$ cat config.mk
export PLATFORM = sky130hd
export DESIGN_NAME = sort4_seq_flat
export DESIGN_NICKNAME = d
export VERILOG_FILES = /design/src/rtl/sort4_seq_pkg.sv /design/src/rtl/sort4_seq_if.sv /design/src/rtl/sort4_seq_cmp4_unit.sv /design/src/rtl/sort4_seq.sv /design/src/flat_wrapper.sv
export SDC_FILE = /design/constraint.sdc
export NUM_CORES = 1
export LEC_CHECK = 0
export BUFFER_PORTS_ARGS = -buffer_cell sky130_fd_sc_hd__buf_4
export CAP_MARGIN = 30
export CELL_PAD_IN_SITES_DETAIL_PLACEMENT = 1
export CELL_PAD_IN_SITES_GLOBAL_PLACEMENT = 2
export CORE_UTILIZATION = 39
export DETAILED_ROUTE_END_ITERATION = 10
export PLACE_DENSITY = 0.91
export SYNTH_ARGS = -nofsm -noshare
export SYNTH_HDL_FRONTEND = slang
export SYNTH_HIERARCHICAL = 1
export SYNTH_SLANG_ARGS = --single-unit
$ cat constraint.sdc
create_clock -name clk -period 6 [get_ports clk]
set_input_delay 0.6 -clock clk [delete_from_list [all_inputs] [get_ports clk]]
set_output_delay 0.6 -clock clk [all_outputs]
set_load 0.005 [all_outputs]
$ cat src/rtl/sort4_seq_pkg.sv
// Shared definitions for the sequential 4-element sorter: sizes, FSM states,
// and the fixed compare-pair schedule driven by the step counter.
package sort4_seq_pkg;

    localparam int W = 4;
    localparam int N = 4;
    localparam logic [2:0] LAST_STEP = 3'd5;

    typedef enum logic [1:0] {
        S_IDLE = 2'd0,
        S_SORT = 2'd1,
        S_DONE = 2'd2
    } state_t;

    // Lower index of the compared pair for steps 5..0 (MSB..LSB); the upper index is always lower+1.
    localparam logic [11:0] SCHED_LO = {2'd0, 2'd1, 2'd0, 2'd2, 2'd1, 2'd0};

    function automatic logic [1:0] pair_lo(input logic [2:0] step);
        logic [1:0] lo;
        lo = 2'd0;
        if (step <= LAST_STEP) begin
            lo = SCHED_LO[{step, 1'b0} +: 2];
        end
        return lo;
    endfunction

endpackage

$ cat src/rtl/sort4_seq_if.sv
// Loader/consumer handshake for the sorter: start request in, ordered result out.
interface sort4_seq_if;
    logic        start;
    logic        desc;
    logic [15:0] din;
    logic        busy;
    logic        done;
    logic [15:0] dout;
    logic [2:0]  swap_cnt;

    modport master (
        output start, desc, din,
        input  busy, done, dout, swap_cnt
    );

    modport slave (
        input  start, desc, din,
        output busy, done, dout, swap_cnt
    );
endinterface

$ cat src/rtl/sort4_seq_cmp4_unit.sv
// Combinational unsigned 4-bit magnitude comparator, shared by every sort step.
module cmp4_unit
    import sort4_seq_pkg::*;
(
    input  logic [W-1:0] a,
    input  logic [W-1:0] b,
    output logic         eq,
    output logic         gt,
    output logic         sm
);
    assign eq = (a == b);
    assign gt = (a > b);
    assign sm = (a < b);
endmodule

$ cat src/rtl/sort4_seq.sv
// Sequential bubble sorter: four 4-bit elements, one compare/swap per cycle over
// a fixed six-step schedule, result published one cycle after the last step.
module sort4_seq
    import sort4_seq_pkg::*;
(
    input  logic        clk,
    input  logic        rst_n,
    sort4_seq_if.slave  bus
);
    state_t                state_reg, state_next;
    logic [2:0]            step_reg, step_next;
    logic                  mode_reg, mode_next;
    logic [2:0]            cnt_reg, cnt_next;
    logic [N-1:0][W-1:0]   r_reg, r_next;
    logic [N*W-1:0]        dout_reg, dout_next;
    logic [2:0]            swap_cnt_reg, swap_cnt_next;

    logic                  load;
    logic [1:0]            lo_idx, hi_idx;
    logic [W-1:0]          op_a, op_b;
    logic                  cmp_eq, cmp_gt, cmp_sm;
    logic                  do_swap;

    assign lo_idx = pair_lo(step_reg);
    assign hi_idx = lo_idx + 2'd1;
    assign op_a   = r_reg[lo_idx];
    assign op_b   = r_reg[hi_idx];

    cmp4_unit u_cmp (
        .a  (op_a),
        .b  (op_b),
        .eq (cmp_eq),
        .gt (cmp_gt),
        .sm (cmp_sm)
    );

    // Equal operands never swap, which keeps the sort stable in both directions.
    assign do_swap = (state_reg == S_SORT) && !cmp_eq && (mode_reg ? cmp_sm : cmp_gt);

    generate
        for (genvar gi = 0; gi < N; gi++) begin : g_elem
            assign r_next[gi] = load                              ? bus.din[gi*W +: W] :
                                (do_swap && (lo_idx == 2'(gi)))   ? op_b :
                                (do_swap && (hi_idx == 2'(gi)))   ? op_a :
                                                                    r_reg[gi];
        end
    endgenerate

    always_comb begin
        state_next    = state_reg;
        step_next     = step_reg;
        mode_next     = mode_reg;
        cnt_next      = cnt_reg;
        dout_next     = dout_reg;
        swap_cnt_next = swap_cnt_reg;
        load          = 1'b0;
        case (state_reg)
            S_IDLE: begin
                if (bus.start) begin
                    load       = 1'b1;
                    mode_next  = bus.desc;
                    step_next  = 3'd0;
                    cnt_next   = 3'd0;
                    state_next = S_SORT;
                end
            end
            S_SORT: begin
                step_next = step_reg + 3'd1;
                if (do_swap) begin
                    cnt_next = cnt_reg + 3'd1;
                end
                if (step_reg == LAST_STEP) begin
                    state_next = S_DONE;
                end
            end
            S_DONE: begin
                dout_next     = r_reg;
                swap_cnt_next = cnt_reg;
                state_next    = S_IDLE;
            end
            default: state_next = S_IDLE;
        endcase
    end

    always_ff @(posedge clk or negedge rst_n) begin
        if (!rst_n) begin
            state_reg    <= S_IDLE;
            step_reg     <= 3'd0;
            mode_reg     <= 1'b0;
            cnt_reg      <= 3'd0;
            r_reg        <= '0;
            dout_reg     <= '0;
            swap_cnt_reg <= 3'd0;
        end else begin
            state_reg    <= state_next;
            step_reg     <= step_next;
            mode_reg     <= mode_next;
            cnt_reg      <= cnt_next;
            r_reg        <= r_next;
            dout_reg     <= dout_next;
            swap_cnt_reg <= swap_cnt_next;
        end
    end

    assign bus.busy     = (state_reg == S_SORT);
    assign bus.done     = (state_reg == S_DONE);
    assign bus.dout     = dout_reg;
    assign bus.swap_cnt = swap_cnt_reg;

endmodule

$ cat src/flat_wrapper.sv
// flat-port wrapper written by rule: the top's interface ports become plain ports
module sort4_seq_flat import sort4_seq_pkg::*;
  (clk, rst_n, bus_start, bus_desc, bus_din, bus_busy, bus_done, bus_dout, bus_swap_cnt);
  sort4_seq_if bus_i ();
  input  logic clk;
  input  logic rst_n;
  input wire logic [$bits(bus_i.start)-1:0] bus_start;
  input wire logic [$bits(bus_i.desc)-1:0] bus_desc;
  input wire logic [$bits(bus_i.din)-1:0] bus_din;
  output wire logic [$bits(bus_i.busy)-1:0] bus_busy;
  output wire logic [$bits(bus_i.done)-1:0] bus_done;
  output wire logic [$bits(bus_i.dout)-1:0] bus_dout;
  output wire logic [$bits(bus_i.swap_cnt)-1:0] bus_swap_cnt;
  assign bus_i.start = bus_start;
  assign bus_i.desc = bus_desc;
  assign bus_i.din = bus_din;
  assign bus_busy = bus_i.busy;
  assign bus_done = bus_i.done;
  assign bus_dout = bus_i.dout;
  assign bus_swap_cnt = bus_i.swap_cnt;
  sort4_seq u_core (.clk(clk), .rst_n(rst_n), .bus(bus_i));
endmodule
After elaboration in Yosys (flattened, before gate mapping)
Index checks and enable logic that the tools add are counted.
{"block": "word_totals", "reg_bits": 44, "inputBits": 20, "output_inout_bits": 21, "wordCells": 82}
{"block": "op_classes", "n_addsub": 3, "magnitude_cmp": 5, "n_eq_ne": 13, "shift": 1, "n_mux": 27, "reduce_logical": 23}
{"operator": "2-to-1 mux 4 bit", "count": 14}
{"operator": "binary-select mux 4 bit (select 2 bit)", "count": 2}
{"operator": "case mux 3 bit (2 select lines)", "count": 2}
{"operator": "nonzero test 3 bit", "count": 4}
{"operator": "variable part select 12 x 5 -> 2 bit (first input constant)", "count": 1}
{"operator": "== test 2 bit (second input constant)", "count": 5}
{"operator": "logical AND 1 bit", "count": 10}
{"operator": "adder 3 x 1 -> 3 bit (second input constant)", "count": 2}
{"operator": "== test 2 x 1 -> 1 bit (second input constant)", "count": 3}
{"operator": "zero test 2 bit", "count": 3}
{"operator": "less-than comparator 2 x 3 -> 1 bit (second input constant)", "count": 2}
{"operator": "2-to-1 mux 2 bit", "count": 3}
{"operator": "2-to-1 mux 3 bit", "count": 2}
{"operator": "AND reduction 2 bit", "count": 3}
{"operator": "== test 4 bit", "count": 1}
{"operator": "greater-than comparator 4 bit", "count": 1}
{"operator": "less-than comparator 4 bit", "count": 1}
{"operator": "inequality test 2 x 1 -> 1 bit (second input constant)", "count": 2}
{"operator": "case mux 2 bit (2 select lines)", "count": 1}
{"operator": "== test 3 bit (second input constant)", "count": 1}
{"operator": "less-or-equal comparator 3 bit (second input constant)", "count": 1}
{"operator": "2-to-1 mux 1 bit", "count": 3}
{"operator": "AND reduction 3 bit", "count": 1}
{"operator": "adder 2 x 1 -> 2 bit (second input constant)", "count": 1}
{"operator": "3 further kinds", "count": 3}

Longest topological paths before layout
Gate-level depths: netlist of the first run.
{"block": "logic_depth", "ltp_word": 13, "ltp_mapped": 19, "ltp_nobuf": 17}

Modules after synthesis
The synthesis of the first run kept the hierarchy.
{"module": "sort4_seq", "instances": 1, "cells_per_inst": 230, "area_per_inst_um2": 2417.3, "seq_area_each_um2": 1101.1}
{"module": "cmp4_unit", "instances": 1, "cells_per_inst": 16, "area_per_inst_um2": 128.9, "seq_area_each_um2": 0.0}

Worst setup path before layout of the first run
No wires, ideal clock.
{"block": "synth_timing", "path_type": "flip-flop to flip-flop", "startpoint": "register u_core.step_reg[1]", "endpoint": "register u_core/r_reg[12] in the netlist's numbering", "setup_time_ns": 0.123, "arrival_time_ns": 3.674, "t_required_ns": 5.877, "setup_slack_ns": 2.203, "stages_incl_launch_ff": 19, "path_buffers": 2, "period_less_slack_ns": 3.797, "path_cell_list": "dfrtp_1 -> inv_1 -> ha_1 -> buf_4 -> mux2i_1 -> nor2_4 -> ha_1 -> mux4_2 -> inv_1 -> ha_1 -> nor2b_4 -> o21bai_4 -> and2_1 -> mux2i_1 -> or3_1 -> clkbuf_1 -> nor3_1 -> o221ai_1 -> o221a_2"}
{"block": "synth_via", "word_cells_on_any_way": 23, "cone_classes": "add/sub (1); order compare (3); eq/ne (3); shift (1); mux (9); reduce/logical (6)"}
{"item": "start, declared", "line_no": "sort4_seq.sv:11", "rtl": "logic [2:0] step_reg, step_next;"}
{"item": "start signal, assigned", "line_no": "sort4_seq.sv:96", "rtl": "step_reg <= step_next;"}
{"item": "variable part select 12 x 5 -> 2 bit or less-or-equal comparator 3 bit (tied branches)", "line_no": "sort4_seq_pkg.sv:22, sort4_seq_pkg.sv:21"}
{"item": "2-to-1 mux 2 bit (*)", "line_no": "sort4_seq_pkg.sv:21", "rtl": "if (step <= LAST_STEP) begin"}
{"item": "adder 2 x 1 -> 2 bit (*)", "line_no": "sort4_seq.sv:25", "rtl": "assign hi_idx = lo_idx + 2'd1;"}
{"item": "binary-select mux 4 bit (select 2 bit) (*)", "line_no": "sort4_seq.sv:27", "rtl": "assign op_b = r_reg[hi_idx];"}
{"item": "2-to-1 mux 4 bit (not written as such) (*)", "line_no": "sort4_seq.sv:27"}
{"item": "net u_core.op_b[1]", "line_no": "sort4_seq.sv:20", "rtl": "logic [W-1:0] op_a, op_b;"}
{"item": "less-than comparator 4 bit (*)", "line_no": "sort4_seq_cmp4_unit.sv:13", "rtl": "assign sm = (a < b);"}
{"item": "net u_core.cmp_sm", "line_no": "sort4_seq.sv:21", "rtl": "logic cmp_eq, cmp_gt, cmp_sm;"}
{"item": "2-to-1 mux 1 bit (*)", "line_no": "sort4_seq.sv:38", "rtl": "assign do_swap = (state_reg == S_SORT) && !cmp_eq && (mode_reg ? cmp_sm : cmp_gt);"}
{"item": "logical AND 1 bit (*)", "line_no": "sort4_seq.sv:38"}
{"item": "logical AND 1 bit", "line_no": "sort4_seq.sv:43", "rtl": "(do_swap && (lo_idx == 2'(gi))) ? op_b :"}
{"item": "2-to-1 mux 4 bit", "line_no": "sort4_seq.sv:43"}
{"item": "2-to-1 mux 4 bit", "line_no": "sort4_seq.sv:42", "rtl": "assign r_next[gi] = load ? bus.din[gi*W +: W] :"}
{"item": "end signal, assigned", "line_no": "sort4_seq.sv:99", "rtl": "r_reg <= r_next;"}
{"item": "end, declared", "line_no": "sort4_seq.sv:14", "rtl": "logic [N-1:0][W-1:0] r_reg, r_next;"}
Mark *: on every way through the listed nets, which the timed path passes. The rest lies on a longest branch. The select of a mux whose other input is x is not followed.
A chain may end at the register's enable or synchronous reset.

Worst setup path after layout of the first run
{"block": "layout_timing", "startpoint": "register u_core.step_reg[1]", "endpoint": "register u_core/r_reg[14] in the netlist's numbering"}
{"block": "layout_via", "word_cells_on_any_way": 23, "cone_classes": "add/sub (1); order compare (3); eq/ne (3); shift (1); mux (9); reduce/logical (6)"}
{"item": "variable part select 12 x 5 -> 2 bit or less-or-equal comparator 3 bit (tied branches)", "line_no": "sort4_seq_pkg.sv:22, sort4_seq_pkg.sv:21"}
{"item": "2-to-1 mux 2 bit (*)", "line_no": "sort4_seq_pkg.sv:21"}
{"item": "binary-select mux 4 bit (select 2 bit) (*)", "line_no": "sort4_seq.sv:26", "rtl": "assign op_a = r_reg[lo_idx];"}
{"item": "2-to-1 mux 4 bit (not written as such) (*)", "line_no": "sort4_seq.sv:26"}
{"item": "net u_core.op_a[3]", "line_no": "sort4_seq.sv:20"}
{"item": "less-than comparator 4 bit (*)", "line_no": "sort4_seq_cmp4_unit.sv:13"}
{"item": "net u_core.cmp_sm", "line_no": "sort4_seq.sv:21"}
{"item": "2-to-1 mux 1 bit (*)", "line_no": "sort4_seq.sv:38"}
{"item": "logical AND 1 bit (*)", "line_no": "sort4_seq.sv:38"}
{"item": "logical AND 1 bit", "line_no": "sort4_seq.sv:43"}
{"item": "2-to-1 mux 4 bit", "line_no": "sort4_seq.sv:43"}
{"item": "2-to-1 mux 4 bit", "line_no": "sort4_seq.sv:42"}
Marks and branches as above.

==> results of run 1 <==
==> stage by stage <==
step / setup WS [ns] / util, %
floorplan: 2.20 / -
global placement: 1.63 / 46.3
detailed placement: 1.52 / 46.4
CTS: 1.46 / 48.4
global route: 1.04 / 48.4
finish: 1.42 / 48.4
==> synth_stat cells (2+ instances only) <==
cell and count:
o22a_1 4, a21oi_1 2, o311ai_1 4, nand2_1 24
inv_1 16, o221ai_1 8, xor2_1 2, o221a_2 8
nand2b_1 2, o21ai_0 8, dfrtp_1 44, mux4_2 4
clkbuf_1 9, o2bb2ai_1 4, a21oi_2 2, ha_1 13
a31oi_1 4, mux2_2 15, and2_1 4, mux2i_1 6
nor2_1 19, nand3_1 9, nor3_1 6, and3_1 4
o211ai_1 8
==> per-layer routing <==
layer | global-route usage, % | vias up
li1 | - | 974
met1 | 29.5 | 1045
met2 | 34.6 | 62
met3 | 3.28 | 16
met4 | 7.68 | 0
met5 | 0 | -
==> kinds of logic after synthesis <==
family / after synthesis / synth area share (%)
mux: 25 / 12.5
flops: 44 / 43.2
fa+ha+maj: 13 / 6.39
buf+inv: 30 / 4.72
compound gates: 56 / 18.0
simple gates: 76 / 14.4
xor+xnor: 2 / 0.688
==> cell usage in the layout (no fill, tap or decap), types with 4 or more instances in the layout <==
cell type,synthesis,routed
o2bb2ai_1,4,4
buf_4,1,44
o21ai_0,8,8
mux2i_1,6,6
and3_1,4,4
o221a_2,8,8
nand2_1,24,24
and2_1,4,4
a31oi_1,4,4
mux2_2,15,15
mux4_2,4,4
ha_1,13,13
dfrtp_1,44,44
o211ai_1,8,8
inv_1,16,16
o311ai_1,4,4
o221ai_1,8,8
o22a_1,4,4
clkbuf_8,0,5
nor3_1,6,6
nor2_1,19,19
nand3_1,9,9
==> final timing paths <==
check	start	endpoint	slack [ns]	cells past startpoint
max in group asynchronous	rst_n	u_core/r_reg[3]$_DFFE_PN0P_	5.31	1
worst max register to register	u_core/step_reg[1]$_DFFE_PN0P_	u_core/r_reg[14]$_DFFE_PN0P_	1.42	15
min in group clk	bus_desc	u_core/mode_reg$_DFFE_PN0P_	0.49	3
worst max-delay path	u_core/step_reg[1]$_DFFE_PN0P_	u_core/r_reg[14]$_DFFE_PN0P_	1.42	15
worst min register to register	u_core/bus.dout[1]$_DFFE_PN0P_	u_core/bus.dout[1]$_DFFE_PN0P_	0.50	2
worst min-delay path	rst_n	u_core/mode_reg$_DFFE_PN0P_	0.29	1
==> critical path, stage by stage, from the launching register on <==
cell,delay [ns]
dfrtp_1,0.44
inv_1,0.13
ha_1,0.42
mux2i_1,0.29
nor2_4,0.20
inv_4,0.09
o311ai_1,0.74
inv_1,0.12
ha_1,0.35
a21oi_1,0.22
and2_1,0.15
mux2i_1,0.08
or3_1,0.44
nor3_1,0.40
o221ai_1,0.24
o221a_2,0.17
==> layout make-up <==
type	instances	area share, %
Multi-Input combinational cell	172	43.3
Sequential cell	44	36.0
Timing Repair Buffer	45	11.0
Inverter	18	2.29
Tap cell	77	3.15
Clock buffer	5	2.25
Clock inverter	2	1.96
==> impl_metrics.csv, run 1 <==
group,metric,value,unit
outcome,outcome,"finished clean",
floorplan,fp.dieH,82.8,um
routing,wl_met1,3.14,mm
yosys,async_flop_share,100,%
routing,drtIter0Drc,168,
cells_and_area,synthToLayoutAreaGrowth,20.0,%
placement,portBuffers,40,
routing,drc,0,
clocking,cts.sinks,44,
routing,top_layer,"met4",
sta,fin_crit_sh,76.3,%
clocking,htree_levels,2,
routing,met3WireLength,332,um
global_routing,grt_usage,21.5,%
worst_setup_path,crit_fanout,10,
cells_and_area,nFillCells,710,
routing,drtPass1Iterations,4,
clocking,cts.reportedPaths.clkPinSlew,0.08,ns
yosys,synth_top_cells_by_area,"dfrtp_1 (43%), mux2_2 (6.6%), ha_1 (6.4%)",
placement,dpl_cell_area,2930,um2
floorplan,die_area,6860,um2
worst_setup_path,crit_type,"register to register",
yosys,syn_avg_cell_area,10.4,um2
global_routing,grt_pass1_wl,11.6,mm
clocking,holdBufCountCts,0,
sta,max_clock_freq,218,MHz
cells_and_area,final_area,3060,um2
routing,drt-total-wl,6.97,mm
global_routing,gr-total-overflow,0,
yosys,synth_seq_cells,44,
global_routing,grt_max_degree,45,
placement,place_inst,356,
clocking,clock_path_buffers,2,
sta,period_minus_slack,4.58,ns
yosys,synth-edff-count,0,
worst_setup_path,start_kind,"register",
clocking,cts_made_buffers,5,
hold_path,hold_path.class,"input port to asynchronous set/reset pin",
routing,antenna_left,0,
yosys,ys_warn_count,6,
worst_setup_path,arrival,4.77,ns
cells_and_area,seq_area,1100,um2
floorplan,rows,29,
cells_and_area,drive_gt1_share,30.4,%
global_routing,grt_antenna_before_repair,0,
cells_and_area,diodes,0,
yosys,synth_top_area_share,43.2,%
sta,tns,0,ns
placement,dpl.hpwl,5.04,mm
sta,max-slew-margin-rel,40.2,%
worst_setup_path,worstPathRequired,6.19,ns
yosys,ys.flop_type,"dfrtp_1",
cells_and_area,nets,319,
sta,finalSetupViolations,0,
worst_setup_path,end_kind,"register",
yosys,synth_nets,279,
sta,rsz0062_at_grt,"false",
sta,report.final.hold_viol_count,0,
clocking,cts_tree,"built",
job,drv_cap,0,
floorplan,core_area,6310,um2
yosys,syn-cell-area,2550,um2
global_routing,grt_pass1_vias,2186,
sta,worst_pin_slew,0.883,ns
floorplan,die_w,82.8,um
clocking,clkLatencyLatePin,0.29,ns
yosys,syn_inst,246,
floorplan,start_util,40.3,%
routing,vias_per_cell,5.78,
sta,drv_slew,0,
sta,fin_hold_ws,0.285,ns
floorplan,io_pins,41,
yosys,ys_types,42,
clocking,cts_resized,0,
routing,routedWlPerCell,19.2,um
clocking,cts-root-buf,"clkbuf_8",
yosys,ys_seq_area_share,43.2,%
placement,place.gp.congestion,0.923,
yosys,yosysTopAreaCell,"dfrtp_1",
clocking,postCtsSetupBuffers,0,
sta,finClkSkew,0.00473,ns
cells_and_area,instances_no_fill,363,
cells_and_area,multiInputGateArea,1330,um2
routing,vias,2097,
routing,wl_met2,3.31,mm
Power of run 1 is not shown: default switching activity piles up to over one toggle a cycle in this logic, so the estimate is an artifact.
==> run 2, diff against run 1 <==
--- a/config.mk
+++ b/config.mk
@@ -9,9 +9,9 @@
 export CAP_MARGIN = 30
 export CELL_PAD_IN_SITES_DETAIL_PLACEMENT = 1
 export CELL_PAD_IN_SITES_GLOBAL_PLACEMENT = 2
-export CORE_UTILIZATION = 39
+export CORE_UTILIZATION = 32
 export DETAILED_ROUTE_END_ITERATION = 10
-export PLACE_DENSITY = 0.91
+export PLACE_DENSITY = 0.81
 export SYNTH_ARGS = -nofsm -noshare
 export SYNTH_HDL_FRONTEND = slang
 export SYNTH_HIERARCHICAL = 1
==> constraint.sdc (replaced) <==
create_clock -name clk -period 3.8 [get_ports clk]
set_input_delay 0.38 -clock clk [delete_from_list [all_inputs] [get_ports clk]]
set_output_delay 0.38 -clock clk [all_outputs]
set_load 0.005 [all_outputs]
==> impl_metrics.csv, run 2 (synthesis gave the netlist of run 1 again) <==
group,metric,value,unit
routing,routedWlPerCell,18.4,um
cells_and_area,diodes,0,
routing,vias_per_cell,5.25,
cells_and_area,synthToLayoutAreaGrowth,28.1,%
clocking,holdBufCountCts,0,
floorplan,io_pins,41,
worst_setup_path,end_kind,"register",
hold_path,hold_path.class,"input port to asynchronous set/reset pin",
cells_and_area,seq_area,1100,um2
sta,finClkSkew,0.00676,ns
worst_setup_path,crit_top_cell,"inv_1",
floorplan,start_util,33.0,%
global_routing,grt_pass1_vias,2134,
routing,drt-total-wl,7.46,mm
routing,antenna_left,0,
floorplan,die_area,8320,um2
routing,vias,2131,
sta,report.final.hold_viol_count,0,
cells_and_area,nFillCells,881,
placement,dpl.hpwl,5.57,mm
worst_setup_path,r2r-start,"u_core/step_reg[1]$_DFFE_PN0P_",
cells_and_area,final_cell_mix,"buf_4 (61), dfrtp_1 (43), nand2_1 (23), nor2_1 (18), inv_1 (16)",
clocking,clock_path_buffers,2,
worst_setup_path,start_kind,"register",
worst_setup_path,crit_fanout,9,
global_routing,grt_pass1_wl,11.8,mm
placement,place.gp.congestion,0.891,
worst_setup_path,cpMaxStageDelayCell,"mux4_2",
clocking,cts_made_buffers,5,
global_routing,gr-total-overflow,0,
cells_and_area,nets,336,
worst_setup_path,arrival,3.80,ns
clocking,htree_levels,2,
worst_setup_path,slowest_delay,0.47,ns
sta,worst_pin_slew,0.869,ns
sta,fin_crit_sh,94.9,%
clocking,cts-root-buf,"clkbuf_8",
global_routing,grt_antenna_before_repair,0,
clocking,cts_tree,"built",
placement,portBuffers,40,
floorplan,core_area,7730,um2
worst_setup_path,crit_type,"register to register",
routing,drtIter0Drc,73,
worst_setup_path,worstPathCellList,"inv_1 -> ha_2 -> o21ba_4 -> nor2_4 -> clkinv_4 -> mux4_2 -> inv_1 -> ha_1 -> nor2b_4 -> o21bai_4 -> and2_1 -> mux2i_1 -> or3_4 -> nor3_2 -> buf_4 -> o221ai_1 -> o221a_2",
clocking,clkLatencyLatePin,0.30,ns
worst_setup_path,worstPathRequired,3.99,ns
job,drv_cap,0,
global_routing,grt_max_degree,45,
clocking,cts.reportedPaths.clkPinSlew,0.09,ns
floorplan,rows,32,
routing,drtPass1Iterations,4,
sta,drv_slew,0,
cells_and_area,multiInputGateArea,1390,um2
sta,finalSetupViolations,0,
sta,max_clock_freq,277,MHz
cells_and_area,fin_util,42.2,%
cells_and_area,layout_commonest_cell,"buf_4",
clocking,cts.sinks,44,
worst_setup_path,critPathLaunch,"u_core/step_reg[1]$_DFFE_PN0P_",
sta,max-slew-margin-rel,41.9,%
floorplan,die_w,91.2,um
floorplan,fp.dieH,91.2,um
routing,drc,0,
outcome,outcome,"finished clean",
global_routing,grt_usage,18.7,%
sta,period_minus_slack,3.61,ns
cells_and_area,drive_gt1_share,38.8,%
-- run 2: cell type report --
cell class / instances / share of cell area, %
Timing Repair Buffer: 62 / 14.5
Tap cell: 102 / 3.91
Inverter: 18 / 2.22
Sequential cell: 44 / 33.8
Clock inverter: 1 / 0.230
Multi-Input combinational cell: 172 / 42.7
Clock buffer: 7 / 2.65
-- run 2: routing by layer --
layer  global-route usage [%]  up-vias  wire (um)
li1                         -     1010          -
met1                     26.7     1057       3460
met2                     29.0       54       3540
met3                     3.18       10        296
met4                     5.56        0        157
met5                        0        -          0
-- run 2: critical path: cells and delay by family, from the launching register on --
kind / cells / cell delay, ns
fa+ha+maj: 2 / 0.45
mux: 2 / 0.57
compound gates: 4 / 0.57
simple gates: 5 / 0.98
buf+inv: 4 / 0.50
flops: 1 / 0.44
-- run 2: worst paths after layout --
kind,to,slack [ns],cells past startpoint
worst min register to register,u_core/bus.dout[3]$_DFFE_PN0P_,0.49,2
worst min-delay path,u_core/bus.dout[0]$_DFFE_PN0P_,0.07,1
worst max-delay path,u_core/r_reg[12]$_DFFE_PN0P_,0.19,17
worst max register to register,u_core/r_reg[12]$_DFFE_PN0P_,0.19,17
min in group clk,u_core/mode_reg$_DFFE_PN0P_,0.28,3
max in group asynchronous,u_core/step_reg[0]$_DFFE_PN0P_,3.31,1
-- run 2: metrics by stage --
| step | setup WS, ns | instance area [um2] | std cells | setup TNS, ns | hold WS (ns) |
|---|---|---|---|---|---|
| after floorplan | 0.00340 | 2550 | 246 | 0 | 0.0844 |
| after global placement | 0.0424 | 3040 | 392 | 0 | 0.418 |
| after detailed placement | -0.0103 | 3060 | 393 | -0.0103 | 0.422 |
| after CTS | 0.00834 | 3160 | 401 | 0 | 0.0984 |
| after global routing | -0.0539 | 3260 | 406 | -0.325 | 0.107 |
| final | 0.193 | 3260 | 406 | 0 | 0.0717 |
-- run 2: repair_timing --
item,CTS,global route
setup buffers,0,5
endpoints found under the setup margin,6,17
gates resized for setup,1,18
pin swaps,0,1
Power of run 2 is left out for the same reason.
==> run 3, diff against run 2 <==
--- a/config.mk
+++ b/config.mk
@@ -5,12 +5,12 @@
 export SDC_FILE = /design/constraint.sdc
 export NUM_CORES = 1
 export LEC_CHECK = 0
-export BUFFER_PORTS_ARGS = -buffer_cell sky130_fd_sc_hd__buf_4
 export CAP_MARGIN = 30
 export CELL_PAD_IN_SITES_DETAIL_PLACEMENT = 1
 export CELL_PAD_IN_SITES_GLOBAL_PLACEMENT = 2
-export CORE_UTILIZATION = 32
+export CORE_UTILIZATION = 36
 export DETAILED_ROUTE_END_ITERATION = 10
+export DONT_BUFFER_PORTS = 1
 export PLACE_DENSITY = 0.81
 export SYNTH_ARGS = -nofsm -noshare
 export SYNTH_HDL_FRONTEND = slang
==> impl_metrics.csv, run 3 (synthesis gave the netlist of run 1 again) <==
group,metric,value,unit
worst_setup_path,end_kind,"register",
cells_and_area,nets,296,
routing,routedWlPerCell,19.9,um
clocking,cts-root-buf,"clkbuf_8",
global_routing,gr-total-overflow,0,
floorplan,die_area,7410,um2
sta,drv_slew,0,
worst_setup_path,start_kind,"register",
clocking,cts_tree,"built",
worst_setup_path,crit_fanout,10,
placement,dpl.hpwl,5.36,mm
floorplan,die_w,86.1,um
hold_path,hold_path.class,"input port to register",
cells_and_area,synthToLayoutAreaGrowth,14.7,%
sta,period_minus_slack,3.61,ns
routing,drtPass1Iterations,4,
sta,finalSetupViolations,0,
clocking,cts.sinks,44,
placement,portBuffers,0,
global_routing,grt_max_degree,45,
cells_and_area,fin_util,42.8,%
sta,fin_hold_ws,0.202,ns
global_routing,grt_pass1_wl,11.7,mm
floorplan,io_pins,41,
routing,drc,0,
outcome,outcome,"finished clean",
cells_and_area,final_cell_mix,"dfrtp_1 (44), nand2_1 (23), buf_4 (20), nor2_1 (19), inv_1 (16)",
sta,report.final.hold_viol_count,0,
routing,drt-total-wl,7.17,mm
worst_setup_path,crit_type,"register to register",
routing,vias_per_cell,5.62,
clocking,htree_levels,2,
worst_setup_path,worstPathRequired,3.99,ns
sta,finClkSkew,0.0102,ns
sta,worst_pin_slew,0.916,ns
floorplan,start_util,37.3,%
sta,max_clock_freq,277,MHz
cells_and_area,drive_gt1_share,26.5,%
global_routing,grt_pass1_vias,2166,
cells_and_area,diodes,0,
floorplan,rows,30,
cells_and_area,layout_commonest_cell,"dfrtp_1",
job,drv_cap,0,
placement,place.gp.congestion,0.928,
worst_setup_path,arrival,3.80,ns
clocking,clkLatencyLatePin,0.30,ns
clocking,cts_made_buffers,5,
clocking,clock_path_buffers,2,
floorplan,fp.dieH,86.1,um
clocking,cts.reportedPaths.clkPinSlew,0.09,ns
cells_and_area,nFillCells,784,
sta,max-slew-margin-rel,38.8,%
routing,drtIter0Drc,79,
sta,fin_crit_sh,94.9,%
routing,antenna_left,0,
sta,tns,0,ns
routing,vias,2023,
global_routing,grt_antenna_before_repair,0,
floorplan,core_area,6830,um2
global_routing,grt_usage,21.1,%
[run 3: path summary, 6_finish.rpt]
| check | start | end | cells past startpoint | slack, ns |
|---|---|---|---|---|
| setup / recovery | u_core/step_reg[0]$_DFFE_PN0P_ | u_core/r_reg[13]$_DFFE_PN0P_ | 17 | 0.19 |
| hold / removal | bus_desc | u_core/mode_reg$_DFFE_PN0P_ | 2 | 0.20 |
| setup reg to reg | u_core/step_reg[0]$_DFFE_PN0P_ | u_core/r_reg[13]$_DFFE_PN0P_ | 17 | 0.19 |
| hold reg to reg | u_core/bus.dout[1]$_DFFE_PN0P_ | u_core/bus.dout[1]$_DFFE_PN0P_ | 2 | 0.51 |
| max in group asynchronous | rst_n | u_core/r_reg[7]$_DFFE_PN0P_ | 2 | 3.01 |
| min in group asynchronous | rst_n | u_core/bus.dout[8]$_DFFE_PN0P_ | 2 | 0.58 |
[run 3: metrics by stage]
| step | instance area, um2 | worst slack, ns | instances |
|---|---|---|---|
| 3_5_place_dp | 2760 | 0.0451 | 349 |
| 6_report | 2920 | 0.194 | 360 |
| 3_3_place_gp | 2760 | 0.125 | 349 |
| 4_1_cts | 2890 | 0.0519 | 359 |
| 2_1_floorplan | 2550 | 0.00340 | 246 |
| 5_1_grt | 2920 | -0.0110 | 360 |
[run 3: layer usage]
layer	vias to the layer above	global-route usage, %	wire [um]
met2	46	35.6	3530
met4	0	6.52	114
met3	12	3.85	219
met5	-	0	0
met1	1032	27.4	3300
li1	933	-	-
[run 3: repair_timing]
item | 4_1_cts | 5_1_grt
endpoints found under the setup margin | 10 | 16
endpoints found under the hold margin | 44 | 0
resized for setup | 1 | 6
setup buffers | 0 | 1
hold buffers | 2 | 0
[run 3: final cells by class]
cell class,instances,area (um2),area share [%]
clock buffers,5,68.8,2.36
clock inverters,3,18.8,0.642
inverters,18,70.1,2.40
multi-input cells,172,1360,46.4
flip-flops and latches,44,1100,37.7
well taps,96,120,4.11
repair buffers,22,188,6.42
[run 3: critical path, stage by stage (launching register included)]
cell      delay (ns)
dfrtp_1         0.39
inv_1           0.08
ha_1            0.23
mux2i_2         0.25
nor2_4          0.09
inv_4           0.14
mux4_2          0.53
inv_1           0.08
ha_1            0.24
nor2b_4         0.14
o21bai_4        0.12
and2_1          0.14
mux2i_1         0.11
or3_4           0.39
nor3_1          0.15
buf_4           0.16
o221ai_1        0.12
o221a_2         0.16
Power of run 3 is left out for the same reason.
